File: src/rtl/mc_control_fsm.sv
// rtl/mc_control_fsm.sv - multicycle MIPS main control FSM with memory handshake and retire counter
module mc_control_fsm #(
    parameter int unsigned ILLEGAL_TRAP = 1,
    parameter int unsigned CNT_W        = 32
) (
    input  logic             clk,
    input  logic             reset,
    input  logic [5:0]       opcode,
    input  logic             mem_ready,
    output logic             mem_req,
    output logic             iord,
    output logic             irwrite,
    output logic             pcwrite,
    output logic             branch,
    output logic             branchNE,
    output logic [1:0]       pcsrc,
    output logic             alusrca,
    output logic [1:0]       alusrcb,
    output logic [1:0]       aluop,
    output logic             sign,
    output logic             regdst,
    output logic             memtoreg,
    output logic             regwrite,
    output logic             memwrite,
    output logic             trap,
    output logic             retire,
    output logic [CNT_W-1:0] instr_count
);

    localparam logic [5:0] OP_RTYPE = 6'b000000;
    localparam logic [5:0] OP_LW    = 6'b100011;
    localparam logic [5:0] OP_SW    = 6'b101011;
    localparam logic [5:0] OP_BEQ   = 6'b000100;
    localparam logic [5:0] OP_BNE   = 6'b000101;
    localparam logic [5:0] OP_ADDI  = 6'b001000;
    localparam logic [5:0] OP_ORI   = 6'b001101;
    localparam logic [5:0] OP_J     = 6'b000010;

    typedef enum logic [3:0] {
        S_FETCH, S_DECODE, S_MEMADR, S_MEMRD, S_MEMWB, S_MEMWR, S_EXEC, S_ALUWB,
        S_BRANCH, S_ADDIEX, S_IWB, S_ORIEX, S_ORIWB, S_JUMP, S_TRAP
    } state_t;

    state_t           state_q, state_d;
    logic [5:0]       op_q, op_d;
    logic [CNT_W-1:0] cnt_q, cnt_d;

    assign instr_count = cnt_q;

    // State, latched opcode and retire counter registers
    always_ff @(posedge clk or negedge reset) begin
        if (!reset) begin
            state_q <= S_FETCH;
            op_q    <= 6'b000000;
            cnt_q   <= '0;
        end else begin
            state_q <= state_d;
            op_q    <= op_d;
            cnt_q   <= cnt_d;
        end
    end

    // Next-state and control outputs; later states decode the opcode captured in DECODE
    always_comb begin
        state_d  = state_q;
        op_d     = op_q;
        mem_req  = 1'b0;
        iord     = 1'b0;
        irwrite  = 1'b0;
        pcwrite  = 1'b0;
        branch   = 1'b0;
        branchNE = 1'b0;
        pcsrc    = 2'b00;
        alusrca  = 1'b0;
        alusrcb  = 2'b00;
        aluop    = 2'b00;
        sign     = 1'b1;
        regdst   = 1'b0;
        memtoreg = 1'b0;
        regwrite = 1'b0;
        memwrite = 1'b0;
        trap     = 1'b0;
        retire   = 1'b0;
        case (state_q)
            S_FETCH: begin
                mem_req = 1'b1;
                alusrcb = 2'b01;
                irwrite = mem_ready;
                pcwrite = mem_ready;
                if (mem_ready) state_d = S_DECODE;
            end
            S_DECODE: begin
                alusrcb = 2'b11;
                op_d    = opcode;
                case (opcode)
                    OP_LW, OP_SW:   state_d = S_MEMADR;
                    OP_RTYPE:       state_d = S_EXEC;
                    OP_BEQ, OP_BNE: state_d = S_BRANCH;
                    OP_ADDI:        state_d = S_ADDIEX;
                    OP_ORI:         state_d = S_ORIEX;
                    OP_J:           state_d = S_JUMP;
                    default: begin
                        if (ILLEGAL_TRAP != 0) begin
                            state_d = S_TRAP;
                        end else begin
                            state_d = S_FETCH;
                            retire  = 1'b1;
                        end
                    end
                endcase
            end
            S_MEMADR: begin
                alusrca = 1'b1;
                alusrcb = 2'b10;
                state_d = (op_q == OP_SW) ? S_MEMWR : S_MEMRD;
            end
            S_MEMRD: begin
                mem_req = 1'b1;
                iord    = 1'b1;
                if (mem_ready) state_d = S_MEMWB;
            end
            S_MEMWB: begin
                regwrite = 1'b1;
                memtoreg = 1'b1;
                retire   = 1'b1;
                state_d  = S_FETCH;
            end
            S_MEMWR: begin
                mem_req  = 1'b1;
                iord     = 1'b1;
                memwrite = 1'b1;
                if (mem_ready) begin
                    retire  = 1'b1;
                    state_d = S_FETCH;
                end
            end
            S_EXEC: begin
                alusrca = 1'b1;
                aluop   = 2'b10;
                state_d = S_ALUWB;
            end
            S_ALUWB: begin
                regwrite = 1'b1;
                regdst   = 1'b1;
                retire   = 1'b1;
                state_d  = S_FETCH;
            end
            S_BRANCH: begin
                alusrca  = 1'b1;
                aluop    = 2'b01;
                pcsrc    = 2'b01;
                branch   = 1'b1;
                branchNE = (op_q == OP_BNE);
                retire   = 1'b1;
                state_d  = S_FETCH;
            end
            S_ADDIEX: begin
                alusrca = 1'b1;
                alusrcb = 2'b10;
                state_d = S_IWB;
            end
            S_IWB: begin
                regwrite = 1'b1;
                retire   = 1'b1;
                state_d  = S_FETCH;
            end
            S_ORIEX: begin
                alusrca = 1'b1;
                alusrcb = 2'b10;
                aluop   = 2'b11;
                sign    = 1'b0;
                state_d = S_ORIWB;
            end
            S_ORIWB: begin
                regwrite = 1'b1;
                sign     = 1'b0;
                retire   = 1'b1;
                state_d  = S_FETCH;
            end
            S_JUMP: begin
                pcsrc   = 2'b10;
                pcwrite = 1'b1;
                retire  = 1'b1;
                state_d = S_FETCH;
            end
            S_TRAP: begin
                trap = 1'b1;
            end
            default: state_d = S_FETCH;
        endcase
        // While reset is held the outputs stay at the idle fetch request, ignoring mem_ready
        if (!reset) begin
            irwrite = 1'b0;
            pcwrite = 1'b0;
            sign    = 1'b0;
            retire  = 1'b0;
        end
        cnt_d = retire ? cnt_q + {{(CNT_W-1){1'b0}}, 1'b1} : cnt_q;
    end

endmodule
File: config.mk
export PLATFORM = sky130hd
export DESIGN_NAME = mc_control_fsm
export DESIGN_NICKNAME = d
export VERILOG_FILES = /design/src/rtl/mc_control_fsm.sv
export SDC_FILE = /design/constraint.sdc
export NUM_CORES = 1
export LEC_CHECK = 0
export CAP_MARGIN = 20
export CORE_ASPECT_RATIO = 1.75
export CORE_MARGIN = 2
export CORE_UTILIZATION = 50
export CTS_CLUSTER_DIAMETER = 60
export DETAILED_ROUTE_END_ITERATION = 8
export PLACE_DENSITY = 0.82
export SLEW_MARGIN = 20
export SYNTH_ARGS = -nofsm -noshare
export SYNTH_HDL_FRONTEND = slang
export SYNTH_SLANG_ARGS = --single-unit
export TNS_END_PERCENT = 30
File: constraint.sdc
create_clock -name clk -period 5.9 [get_ports clk]
set_input_delay 1.18 -clock clk [delete_from_list [all_inputs] [get_ports clk]]
set_output_delay 1.18 -clock clk [all_outputs]
set_load 0.02 [all_outputs]
# After elaboration in Yosys (flattened, before gate mapping)
# Index checks and enable logic that the tools add are counted.
# word_totals
elab_cells	71
input_bits	9
output_inout_bits	52
mem_count	0
ramBits	0
mem_bits_ro	0
register_bits	42
latchBits	0
# classes
n_bitwise	1
n_eq_ne	26
n_reduce_logical	12
muxes	28
mul	0
div_mod_pow	0
n_lt_le_gt_ge	0
addsub	1
shifts	0
# op_table
operator	count
4-bit case mux with 9 select lines	1
32-bit by 1-bit adder with 32-bit output, second input constant	1
4-bit == test, second input constant	7
4-bit case mux with 6 select lines	1
6-bit by 3-bit == test with 1-bit output, second input constant	3
6-bit == test, second input constant	3
1-bit two-way mux	17
4-bit by 3-bit == test with 1-bit output, second input constant	4
6-bit by 4-bit == test with 1-bit output, second input constant	2
4-bit two-way mux	3
2-bit case mux with 3 select lines	2
4-bit by 2-bit == test with 1-bit output, second input constant	2
2-bit OR reduction	4
6-bit by 2-bit == test with 1-bit output, second input constant	1
6-bit zero test	1
2-bit != test, second input constant	3
3-bit OR reduction	2
6-bit OR reduction	1
5-bit OR reduction	1
4-bit by 1-bit == test with 1-bit output, second input constant	1
4-bit zero test	1
1-bit case mux with 2 select lines	2
2-bit case mux with 2 select lines	1
4-bit AND reduction	1
3 further kinds	3

# Longest topological paths before layout
# Gate-level depths: netlist of the first run.
# logic_depth
word_depth	4
depth_mapped	7
depth_no_buf	5

# Worst setup path before layout of the first run
# No wires, ideal clock.
# synth_path
kind	input-to-output
from	input mem_ready
to	output retire
required_ns	4.720
cell_stages	3
arrival_time_ns	2.066
n_path_buf	0
path_slack_ns	2.654
path_cell_list	nor4b_1 > a211o_1 > nor2_1
# synth_via
elab_chain_cells	3
# synth_rtl
item	line_no	source
from (decl)	9	input logic mem_ready,
1-bit two-way mux	132	if (mem_ready) begin
1-bit case mux with 2 select lines	84	case (state_q)
1-bit two-way mux	192	if (!reset) begin
to (decl)	26	output logic retire,
# No other way between the ends.

# Worst setup path after layout of the first run
# Same ends and word-level chain as after synthesis.

==> reports/metrics.csv, run 1 <==
stage;metric;value;unit
outcome;status;completed;
detailed_routing;firstDrtPassIters;4;
setup_path;critical-path-max-stage-delay;0.54;ns
final_layout;diodes;0;
global_routing;antenna_found_initial;0;
yosys;synthCells;244;
setup_path;crit_slowest_cell;clkdlybuf4s50_1;
floorplanning;start_util;51.2;%
pwr;vdd.ir_drop.worst;0.272;mV
floorplanning;core;4620;µm²
cts;ctsHoldBuffers;0;
setup_path;critPathTopFamily;buffers and inverters;
yosys;synth_adder_area_share;0.528;%
yosys;ys_ff_latch;42;
setup_path;critical_path.cell_chain;clkdlybuf4s50_1 > nor4b_1 > a211o_1 > nor2_1 > buf_4 > clkdlybuf4s50_1;
yosys;synthSimpleGateAreaFrac;25.7;%
setup_path;worstSetupPathType;in -> out;
cts;postCtsResizedCells;0;
global_routing;grt_pass1_vias;1977;
yosys;synth_compound_area_share;8.61;%
yosys;synthesis.area;2370;µm²
run;cap_violations;0;
floorplanning;rows;33;
yosys;post_synth_num_cell_types;43;
pwr;power;1.08;mW
yosys;synth_nets;254;
global_routing;grt_pass1_wl;9.03;mm
detailed_routing;wl;5.50;mm
placement;gp_congestion;0.840;
cts;path_clk_slew;0.07;ns
cts;cts-root-buf;clkbuf_8;
timing;tns;0;ns
setup_path;endpoint_kind;output pin;
detailed_routing;drcViolationCount;0;
global_routing;grt_usage;21.3;%
timing;finalHoldViolations;0;
yosys;ys_seq_area_share;44.4;%
detailed_routing;viasPerCell;5.79;
timing;relSlewSlack;35.7;%
final_layout;syn_to_final_growth;30.0;%
detailed_routing;detail-route-antenna-nets;0;
floorplanning;die-area;5330;µm²
setup_path;cp.arrival;3.09;ns
cts;cts_max_path_buffers;2;
cts;h-tree-depth;2;
cts;cts_buffers;5;
yosys;synth_top_area_share;44.4;%
timing;drv_slew;0;
cts;insertion_delay;0.29;ns
setup_path;path_max_fanout;10;
timing;finalSetupViolations;0;
floorplanning;dieWidth;56.0;µm
detailed_routing;routedWlPerCell;15.5;µm
yosys;syn_avg_cell_area;9.71;µm²
floorplanning;dieHeight;95.1;µm
timing;post-route-period-util;72.3;%
placement;io_buffers;60;
cts;cts_sinks;42;
detailed_routing;vias;2056;
pwr;power_density;352;nW/µm²
timing;worst_pin_slew;0.957;ns
floorplanning;pin_count;61;
cts;cts_tree;yes;
setup_path;path_buf_inv;3;
setup_path;startpoint_type;input pin;
global_routing;grt_max_degree;32;
timing;fmax;234;MHz
timing;layout_min_cycle_time;4.27;ns
yosys;synth_top_area_cell;dfrtp_1;
detailed_routing;drt-initial-drc-count;66;
yosys;synth_area_leaders;dfrtp_1 44%, xnor2_1 7.4%, xor2_1 5.2%;
setup_path;crit_required;4.72;ns
global_routing;grt.overflow.total;0;
final_layout;drive_above_1_share;8.91;%
yosys;yosysWarnings;0;
min_path;hold_path.class;reg -> reg;
cts;postCtsSetupBuffers;0;
yosys;synth_xor_area_share;12.6;%
setup_path;crit_top_cell;clkdlybuf4s50_1;
timing;finClkSkew;0.00421;ns
timing;grt_setup_unrepaired;false;
pwr;cellLeakagePower;1.31;nW
placement;hpwl;4.07;mm
yosys;synth_mux_area_share;4.80;%
final_layout;nets;312;
yosys;synth_top_family_by_area;simple AND/OR/NAND/NOR gates;
==> final timing paths <==
check | startpoint | slack, ns | end | cells past startpoint
setup / recovery | mem_ready | 1.63 | retire | 6
hold / removal | instr_count[31] | 0.47 | instr_count[31] | 1
setup reg to reg | state_q[0] | 3.33 | instr_count[22] | 5
hold reg to reg | instr_count[31] | 0.47 | instr_count[31] | 1
max in group asynchronous | reset | 4.33 | instr_count[1] | 2
min in group asynchronous | reset | 0.90 | instr_count[23] | 1
==> flip-flops by register name (all words and copies together), names as in the netlist <==
register	count
instr_count	32
op_q	6
state_q	4
==> cell families after synthesis <==
| kind of cell | count (synthesis) |
|---|---|
| AOI/OAI and AO/OA | 33 |
| xor gates and xnor gates | 34 |
| adders and majority gates | 1 |
| buffers and inverters | 18 |
| DFF | 42 |
| muxes | 10 |
| and+or+nand+nor | 106 |
==> stage by stage <==
step | std cells | setup WS [ns] | hold WS [ns] | util [%] | cell area, µm²
after floorplan | 244 | 2.65 | 0.473 | - | 2370
after global placement | 347 | 1.69 | 0.463 | 64.6 | 2990
after detailed placement | 347 | 1.62 | 0.458 | 64.6 | 2990
after CTS | 355 | 1.62 | 0.476 | 66.6 | 3080
after global routing | 355 | 1.45 | 0.507 | 66.6 | 3080
final | 355 | 1.63 | 0.473 | 66.6 | 3080
==> synthesized netlist by cell type, drive strengths merged <==
cell and n:
a211oi 2, clkinv 2, and3 10, a21boi 2
inv 5, mux2 8, a2111oi 1, and2 1
mux2i 2, nand4b 2, xnor2 20, nand2 18
nor3b 1, or3 2, nor2b 3, nor4b 2
nor2 16, nand2b 2, a31o 1, o211ai 1
a21oi 7, nor3 19, xor2 14, buf 2
nor4 3, a21o 2, a31oi 3, o31ai 1
o22ai 1, nand3 9, ha 1, or4 3
o21ai 10, nand4 13, clkbuf 9, a22oi 1
and4 2, a211o 1, dfrtp 42
==> area by class of cell <==
type | instances | area [µm²]
clock buffers | 7 | 86.3
clock inverters | 1 | 5.00
fillers | 381 | 1540
inverters | 7 | 26.3
multi-input cells | 184 | 1240
flip-flops and latches | 42 | 1050
well taps | 52 | 65.1
repair buffers | 62 | 611
==> worst reg2reg max path, stage by stage (launching register included) <==
cell,delay (ns)
dfrtp_1,0.72
mux2_4,0.36
a211o_1,0.31
or4_4,0.65
nor3_1,0.29
xor2_1,0.16
==> power by group <==
part	total [mW]	internal [mW]	switching (mW)	leakage (nW)
Clock	0.187	0.0943	0.0931	0.0482
Sequential	0.430	0.336	0.0937	0.557
Combinational	0.466	0.228	0.238	0.710
Total	1.08	0.658	0.425	1.31
==> cell usage in the layout, fill, tap and decap left out, drive strengths merged, types with 8 or more instances in the layout <==
cell,instances
dfrtp,42
xnor2,20
and3,10
nand4,13
nand2,18
nor3,19
clkdlybuf4s50,59
nand3,9
mux2,8
o21ai,10
nor2,16
xor2,14
==> layer usage <==
metal  up-vias  track usage [%]  share of wire [%]  routed length [µm]
met5         -                0                  0                   0
met4         0             10.1                2.2                 122
met3        12             2.58                3.9                 214
met2        69             38.7                 54                2950
met1       983             24.7                 40                2220
li1        992                -                  -                   -
Power figures use the tool's default switching activity.
==> run 2, diff against run 1 <==
--- a/config.mk
+++ b/config.mk
@@ -8,10 +8,10 @@
 export CAP_MARGIN = 20
 export CORE_ASPECT_RATIO = 1.75
 export CORE_MARGIN = 2
-export CORE_UTILIZATION = 50
+export CORE_UTILIZATION = 44
 export CTS_CLUSTER_DIAMETER = 60
 export DETAILED_ROUTE_END_ITERATION = 8
-export PLACE_DENSITY = 0.82
+export PLACE_DENSITY = 0.76
 export SLEW_MARGIN = 20
 export SYNTH_ARGS = -nofsm -noshare
 export SYNTH_HDL_FRONTEND = slang
==> constraint.sdc (replaced) <==
create_clock -name clk -period 3.7 [get_ports clk]
set_input_delay 0.74 -clock clk [delete_from_list [all_inputs] [get_ports clk]]
set_output_delay 0.74 -clock clk [all_outputs]
set_load 0.02 [all_outputs]
==> reports/metrics.csv, run 2 (same netlist as run 1, synthesis figures left out) <==
stage;metric;value;unit;change
detailed_routing;routedWlPerCell;15.6;µm;was 15.5 µm
detailed_routing;wl;5.60;mm;was 5.50 mm
cts;postCtsResizedCells;0;;unchanged
timing;drv_slew;0;;unchanged
final_layout;syn_to_final_growth;31.3;%;was 30.0%
placement;dpl_cell_area;3000;µm²;was 2990 µm²
floorplanning;dieWidth;59.5;µm;was 56.0 µm
setup_path;crit_top_cell;clkdlybuf4s50_1;;unchanged
final_layout;regArea;1050;µm²;unchanged
final_layout;drive_above_1_share;9.21;%;was 8.91%
detailed_routing;drcViolationCount;0;;unchanged
setup_path;critical-path-max-stage-delay;0.65;ns;was 0.54 ns
floorplanning;die-area;6010;µm²;was 5330 µm²
run;cap_violations;0;;unchanged
final_layout;diodes;0;;unchanged
global_routing;grt_max_degree;33;;was 32
floorplanning;pin_count;61;;unchanged
setup_path;reg2reg_to;instr_count[24];;was instr_count[22]
cts;cts_tree;yes;;unchanged
cts;path_clk_slew;0.08;ns;was 0.07 ns
final_layout;nets;313;;was 312
pwr;vdd.ir_drop.worst;0.452;mV;was 0.272 mV
global_routing;grt_usage;20.3;%;was 21.3%
timing;finalSetupViolations;0;;unchanged
detailed_routing;firstDrtPassIters;4;;unchanged
pwr;cellLeakagePower;1.32;nW;was 1.31 nW
timing;post-route-period-util;88.3;%;
global_routing;grt.overflow.total;0;;unchanged
setup_path;cp.arrival;2.53;ns;was 3.09 ns
floorplanning;dieHeight;101;µm;was 95.1 µm
setup_path;startpoint_type;input pin;;unchanged
floorplanning;core;5210;µm²;was 4620 µm²
cts;cts_sinks;42;;unchanged
setup_path;reg2reg_depth;5;;unchanged
timing;finClkSkew;0.0136;ns;was 0.00421 ns
timing;relSlewSlack;34.0;%;was 35.7%
final_layout;nFillCells;462;;was 381
detailed_routing;detail-route-antenna-nets;0;;unchanged
placement;io_buffers;60;;unchanged
detailed_routing;viasPerCell;5.72;;was 5.79
setup_path;path_max_fanout;6;;was 10
setup_path;crit_slowest_cell;clkdlybuf4s50_1;;unchanged
cts;postCtsSetupBuffers;0;;unchanged
floorplanning;start_util;45.5;%;was 51.2%
placement;hpwl;4.23;mm;was 4.07 mm
final_layout;fin_area;3110;µm²;was 3080 µm²
cts;h-tree-depth;2;;unchanged
final_layout;final_common_cell;clkdlybuf4s50_1;;unchanged
setup_path;critical_path.cell_chain;clkdlybuf4s50_1 > nor4b_1 > a211o_1 > nor2_1 > clkdlybuf4s50_1;;was clkdlybuf4s50_1 > nor4b_1 > a211o_1 > nor2_1 > buf_4 > clkdlybuf4s50_1
detailed_routing;drt-initial-drc-count;87;;was 66
global_routing;grt_pass1_wl;9.43;mm;was 9.03 mm
cts;cts_buffers;5;;unchanged
timing;setup_ws;0.435;ns;was 1.63 ns
timing;layout_min_cycle_time;3.27;ns;
final_layout;largest_reg_flops;32;;unchanged
setup_path;endpoint_kind;output pin;;unchanged
cts;insertion_delay;0.29;ns;about the same
final_layout;multi_input_area;1240;µm²;unchanged
timing;grt_setup_unrepaired;false;;unchanged
min_path;hold_path.class;in -> async;;was reg -> reg
detailed_routing;vias;2054;;was 2056
global_routing;grt_pass1_vias;2055;;was 1977
timing;finalHoldViolations;0;;unchanged
setup_path;worstSetupPathType;in -> out;;unchanged
timing;tns;0;ns;unchanged
timing;fmax;306;MHz;
outcome;status;completed;;unchanged
cts;cts_max_path_buffers;2;;unchanged
setup_path;crit_required;2.96;ns;was 4.72 ns
timing;worst_pin_slew;0.982;ns;was 0.957 ns
placement;gp_congestion;0.901;;was 0.840
global_routing;antenna_found_initial;0;;unchanged
pwr;power_density;576;nW/µm²;was 352 nW/µm²
cts;ctsHoldBuffers;0;;unchanged
final_layout;layout_common_cells;59 x clkdlybuf4s50_1, 42 x dfrtp_1, 20 x xnor2_1, 18 x nand2_1, 16 x nor2_1;;unchanged
timing;whs;0.331;ns;was 0.473 ns
cts;cts-root-buf;clkbuf_8;;unchanged
setup_path;r2r_start;state_q[0];;unchanged
floorplanning;rows;35;;was 33
setup_path;rrSetupSlack;1.15;ns;was 3.33 ns
placement;place_ws;0.431;ns;was 1.62 ns
==> run 2: cell types whose count changed in the layout (fill, tap and decap cells not counted) <==
cell / change
bufinv_16: +1
buf_4: +1
clkinv_2: -1
clkinvlp_4: +1
clkbuf_8: -1
==> run 2: layout make-up <==
class	count	area share (%)
Multi-Input combinational cell	184	39.7
Tap cell	55	2.21
Sequential cell	42	33.8
Clock inverter	2	1.21
Clock buffer	6	2.33
Inverter	7	0.845
Timing Repair Buffer	63	19.9
==> run 2: report_power, final <==
part	total, mW	leakage (nW)	internal, mW	switching, mW
sequential	0.691	0.557	0.536	0.155
clock	0.360	0.0514	0.201	0.158
combinational	0.743	0.715	0.364	0.379
==> run 2: stage by stage <==
step	instances	utilization, %	total power [mW]
2_1_floorplan	244	-	1.15
3_3_place_gp	351	57.6	1.43
3_5_place_dp	351	57.6	1.44
4_1_cts	359	59.7	1.80
5_1_grt	359	59.7	1.90
6_report	359	59.7	1.79
==> run 2: critical path, delay by kind of cell <==
family,cells,cell delay (ns)
buf+inv,2,1.22
simple gates,2,0.29
compound gates,1,0.27
==> run 2: layer usage <==
layer	vias up	track usage (%)	routed length, µm
met5	-	0	0
met4	0	6.82	59
met3	6	3.47	223
met2	61	37.4	3250
met1	997	22.7	2070
li1	990	-	-
==> run 2: worst max-delay path by stage <==
stage,from,end,slack [ns],depth (start not counted)
2_1_floorplan,state_q[0],retire,1.30,4
3_3_place_gp,mem_ready,retire,0.45,5
3_5_place_dp,mem_ready,retire,0.43,5
4_1_cts,state_q[0],retire,0.43,4
5_1_grt,state_q[0],regwrite,0.32,4
6_report,mem_ready,retire,0.43,5
==> run 3, diff against run 2 <==
--- a/config.mk
+++ b/config.mk
@@ -11,8 +11,9 @@
 export CORE_UTILIZATION = 44
 export CTS_CLUSTER_DIAMETER = 60
 export DETAILED_ROUTE_END_ITERATION = 8
+export GPL_TIMING_DRIVEN = 1
 export PLACE_DENSITY = 0.76
-export SLEW_MARGIN = 20
+export SLEW_MARGIN = 0
 export SYNTH_ARGS = -nofsm -noshare
 export SYNTH_HDL_FRONTEND = slang
 export SYNTH_SLANG_ARGS = --single-unit
==> results of run 3 <==
Same layout as run 2: the final DEF is identical, and so are final timing and power.
